File: src/rtl/error_metrics_acc.sv
// Error-metrics accumulator for approximate-adder characterisation.
// Compares an accurate and an approximate sum per accepted sample and keeps
// running statistics for one measurement run: sample count, error count,
// saturating sum of error distances and maximum error distance.
//
// Handshake: a pair (acc_sum, apx_sum) is transferred on a rising clk edge
// exactly when in_valid and in_ready are both high; in_ready depends only on
// registered state (high in RUN), never combinationally on in_valid.
module error_metrics_acc #(
  parameter int SUM_W = 17,
  parameter int CNT_W = 32,
  parameter int ACC_W = 48
) (
  input  logic             clk,
  input  logic             rst,
  input  logic             start,
  input  logic [CNT_W-1:0] num_samples,
  input  logic             in_valid,
  output logic             in_ready,
  input  logic [SUM_W-1:0] acc_sum,
  input  logic [SUM_W-1:0] apx_sum,
  output logic             busy,
  output logic             done,
  output logic [CNT_W-1:0] sample_count,
  output logic [CNT_W-1:0] err_count,
  output logic [ACC_W-1:0] sum_ed,
  output logic [SUM_W-1:0] max_ed,
  output logic [1:0]       state_dbg
);

  typedef enum logic [1:0] {
    IDLE = 2'd0,
    RUN  = 2'd1,
    DONE = 2'd2
  } state_t;

  state_t           state;
  logic [CNT_W-1:0] target;

  logic [SUM_W-1:0] ed;
  logic             accept;
  logic             last_pair;
  logic [ACC_W:0]   sum_ext;
  logic [ACC_W-1:0] sum_next;

  // Error distance: subtract the smaller operand from the larger so it never wraps.
  always_comb begin
    ed = '0;
    if (acc_sum >= apx_sum) ed = acc_sum - apx_sum;
    else                    ed = apx_sum - acc_sum;
  end

  // Accept qualifier and end-of-run detection for the pair on the bus now.
  always_comb begin
    accept    = (state == RUN) && in_valid;
    last_pair = ((sample_count + CNT_W'(1)) == target);
  end

  // Saturating add: one extra bit catches the carry out, which clamps to all-ones.
  always_comb begin
    sum_ext  = {1'b0, sum_ed} + {{(ACC_W + 1 - SUM_W){1'b0}}, ed};
    sum_next = sum_ext[ACC_W-1:0];
    if (sum_ext[ACC_W]) sum_next = '1;
  end

  // Run-control FSM plus statistic registers; statistics change only on start or accept.
  always_ff @(posedge clk or posedge rst) begin
    if (rst) begin
      state        <= IDLE;
      target       <= '0;
      sample_count <= '0;
      err_count    <= '0;
      sum_ed       <= '0;
      max_ed       <= '0;
    end else begin
      case (state)
        IDLE: begin
          if (start) begin
            target       <= num_samples;
            sample_count <= '0;
            err_count    <= '0;
            sum_ed       <= '0;
            max_ed       <= '0;
            if (num_samples == '0) state <= DONE;
            else                   state <= RUN;
          end
        end
        RUN: begin
          if (accept) begin
            sample_count <= sample_count + CNT_W'(1);
            if (ed != '0) err_count <= err_count + CNT_W'(1);
            if (ed > max_ed) max_ed <= ed;
            sum_ed <= sum_next;
            if (last_pair) state <= DONE;
          end
        end
        DONE: begin
          state <= IDLE;
        end
        default: begin
          state <= IDLE;
        end
      endcase
    end
  end

  // Status outputs decoded straight from the registered state.
  always_comb begin
    busy      = (state == RUN);
    in_ready  = (state == RUN);
    done      = (state == DONE);
    state_dbg = state;
  end

endmodule

File: config.mk
export PLATFORM = sky130hd
export DESIGN_NAME = error_metrics_acc
export DESIGN_NICKNAME = d
export VERILOG_FILES = /design/src/rtl/error_metrics_acc.sv
export SDC_FILE = /design/constraint.sdc
export NUM_CORES = 1
export LEC_CHECK = 0
export BUFFER_PORTS_ARGS = -buffer_cell sky130_fd_sc_hd__buf_2
export CAP_MARGIN = 20
export CELL_PAD_IN_SITES_DETAIL_PLACEMENT = 1
export CELL_PAD_IN_SITES_GLOBAL_PLACEMENT = 1
export CORE_MARGIN = 3
export CORE_UTILIZATION = 45
export DETAILED_ROUTE_END_ITERATION = 6
export GPL_ROUTABILITY_DRIVEN = 0
export PLACE_DENSITY_LB_ADDON = 0.1
export SYNTH_ARGS = -nofsm -noshare
export SYNTH_HDL_FRONTEND = slang
export SYNTH_SLANG_ARGS = --single-unit
File: constraint.sdc
create_clock -name clk -period 16.4 [get_ports clk]
set_input_delay 3.28 -clock clk [delete_from_list [all_inputs] [get_ports clk]]
set_output_delay 3.28 -clock clk [all_outputs]
set_load 0.005 [all_outputs]
==> run metrics <==
YS warnings=0; first-pass detailed-route iteration total=5; Reg clk slew, reported paths=~70 ps; DR vias/cell=between 5 and 6; post-detail-place hpwl=26900 microns; Final Cycle Share=0.527; Cells after Synth=1403; Worst VDD drop=between 0.0001 and 0.00015 V; TritonCTS clock tree=yes; H-tree depth=4; Port Buffers=just over 200; vias in the first global route=between 10000 and 15000; Non-Filler Instances=between 1500 and 2000; Mean Syn Cell Area=between 8 and 9 sq um; Worst EP required=approximately 17000 ps; startpoint types=input port; ant diodes=0; DRC Markers=0; Fin. Hold Viols=0; grt total ovfl=0; # Post-CTS Setup Buffers=0; initial antenna violation count=1; Initial Util=0.460; die height=167 microns; DR vias=11200; Slew HR=0.281; clk sinks=about 160; met3 WL=roughly 1400 microns; I/O Pins=a little over 200; post-route setup TNS=0 ps; distinct cell type count after synthesis=81; Mapped Area=between 10000 and 15000 sq um; Max Used Layer=met5; Peak Freq=about 120 MHz; final hold slack=486 ps; Fillers=roughly 3100; DR iter-0 viols=approximately 560; fin area=~13000 sq um; worst slew pin tran=about 1100 ps; CTS Hold Buffers Added=0; Max FO, Critical Path=20; status=finished, final reports clean; Post-DP Area=roughly 13000 sq um; Post-synth EDFFs=0; Setup Viol. Count Final=0; Row Count=58; Tot GR Track Use=0.259; Syn Nets=approximately 1500; Routed Antenna Nets=0; leakage=6.59 nW; first-pass GRT wire length=59700 microns; layout cells sized above 1=0.187; Synth async-reset ratio=1.00; CTS Buf Count=17; skew final=roughly 18 ps; post-CTS resize count=0; sequential area share after synthesis=0.350; pre-CTS setup slack=around 7400 ps; HP Class=register to register; Pwr Total=roughly 2.0 mW; Worst Setup Path Type=input port to register; Area Overhead vs Synth=15.4%; Die Area=between 20000 and 30000 sq um; Met2 Wirelength=around 17000 microns; WL met1=between 15000 and 20000 microns; min cycle time layout=slightly below 9000 ps; max-cap viol count=0; CORE AREA=roughly 25000 sq um; Crit. End Element=register; RSZ-0062 raised after global routing=false; Detailed Route WL=approximately 37000 microns; DIE WIDTH=between 150 and 200 microns; Critical Path AT=between 8000 and 9000 ps; Worst Setup Slack, final=just under 8000 ps; Power Dens Cells=148 nW/um^2; WL/cell=19.2 microns; Max clock buf depth=2; register bit total from synthesis=between 150 and 200; clk_lat worst skew=~440 ps; prevailing post-synth register cell=dfrtp_1; placed insts=about 1900; largest net degree at the start of global routing=103; Final Util=0.531; Final Max Slew Viols=0; fin nets=~1700; Clock Tree Root=clkbuf_16
[critical path: stages]
cell       delay (ps)
buf_2              90
inv_1              40
ha_1              500
nand4_1           210
nor4_1            380
o311ai_1          180
nand4_1           120
buf_4             290
mux2i_1           130
xnor2_1           370
ha_1              350
nor2b_1           150
o21ai_0           220
a21oi_1           120
o21ai_0           200
a21boi_0          150
o2111ai_1         210
nand2_1           160
a41oi_1           600
or2_0             740
nand3_1           150
o221a_2           290
[synthesized netlist by cell type, drive strengths merged, types with 11 or more instances]
| master | number | area share |
|---|---|---|
| nand2 | 222 | 0.072 |
| dfrtp | 163 | 0.35 |
| o21ai | 119 | 0.051 |
| inv | 91 | 0.029 |
| nor2 | 82 | 0.026 |
| a21oi | 69 | 0.031 |
| ha | 69 | 0.074 |
| xnor2 | 55 | 0.041 |
| and3 | 46 | 0.025 |
| clkbuf | 46 | 0.015 |
| nand3 | 43 | 0.019 |
| a31oi | 35 | 0.019 |
| nor3 | 35 | 0.015 |
| nand4 | 29 | 0.016 |
| a21o | 23 | 0.015 |
| xor2 | 23 | 0.017 |
| nor4 | 21 | 0.012 |
| a22oi | 20 | 0.019 |
| buf | 20 | 0.012 |
| mux2i | 19 | 0.016 |
| nor2b | 15 | 0.0081 |
| and2 | 13 | 0.0070 |
| mux2 | 11 | 0.011 |
| o31ai | 11 | 0.0071 |
[worst paths after layout]
kind	startpoint	endpoint	slack (ps)	depth (start not counted)
max	acc_sum[12]	sum_ed[19]	7760	22
min	state_dbg[1]	state_dbg[0]	490	1
max reg2reg	sample_count[2]	state_dbg[0]	12210	11
min reg2reg	state_dbg[1]	state_dbg[0]	490	1
max in group asynchronous	rst	sample_count[15]	11860	3
min in group asynchronous	rst	err_count[22]	3080	2
[cell usage in the layout (no fill, tap or decap), types with 10 or more instances in the layout]
| cell | instances |
|---|---|
| nand2_1 | 220 |
| buf_2 | 203 |
| dfrtp_1 | 163 |
| o21ai_0 | 90 |
| inv_1 | 89 |
| nor2_1 | 80 |
| ha_1 | 69 |
| a21oi_1 | 67 |
| xnor2_1 | 55 |
| and3_1 | 46 |
| nand3_1 | 42 |
| nor3_1 | 34 |
| a31oi_1 | 34 |
| nand4_1 | 29 |
| o21ai_1 | 29 |
| a21o_1 | 23 |
| xor2_1 | 23 |
| nor4_1 | 19 |
| mux2i_1 | 19 |
| clkbuf_16 | 17 |
| nor2b_1 | 15 |
| a22oi_2 | 15 |
| buf_4 | 13 |
| o31ai_1 | 11 |
| mux2_2 | 10 |
[power breakdown]
| part | total (mW) | switching [mW] | leakage (nW) | internal, mW |
|---|---|---|---|---|
| sequential | 0.637 | 0.123 | 2.14 | 0.513 |
| combinational | 0.961 | 0.567 | 4.20 | 0.395 |
| clock | 0.391 | 0.191 | 0.255 | 0.200 |
[metal layers]
metal / global-route usage / up-vias
met5: 0 / -
met4: 0.0638 / 2
met3: 0.0380 / 40
met2: 0.421 / 232
met1: 0.365 / 5585
li1: - / 5341
[cell families after synthesis]
logic type / after synthesis / share of synthesized area
muxes: 30 / 0.0273
AOI/OAI and AO/OA: 355 / 0.201
DFF: 163 / 0.350
adders and majority gates: 72 / 0.0793
xor gates and xnor gates: 78 / 0.0586
buffers and inverters: 157 / 0.0565
and+or+nand+nor: 548 / 0.227
[sequential cells by signal, indices dropped and copies added (netlist names)]
signal,flops
sum_ed,48
max_ed,17
sample_count,32
state_dbg,2
err_count,32
target,32
[cell type report]
class                           instances  area (sq um)  share of cell area
Clock buffer                           19           433              0.0322
Tap cell                              330           413              0.0307
Timing Repair Buffer                  216          1110              0.0828
Inverter                               91           347              0.0258
Clock inverter                         13           123             0.00912
Sequential cell                       163          4080               0.303
Multi-Input combinational cell       1083          6930               0.516
(Power assumes the default switching activity.)
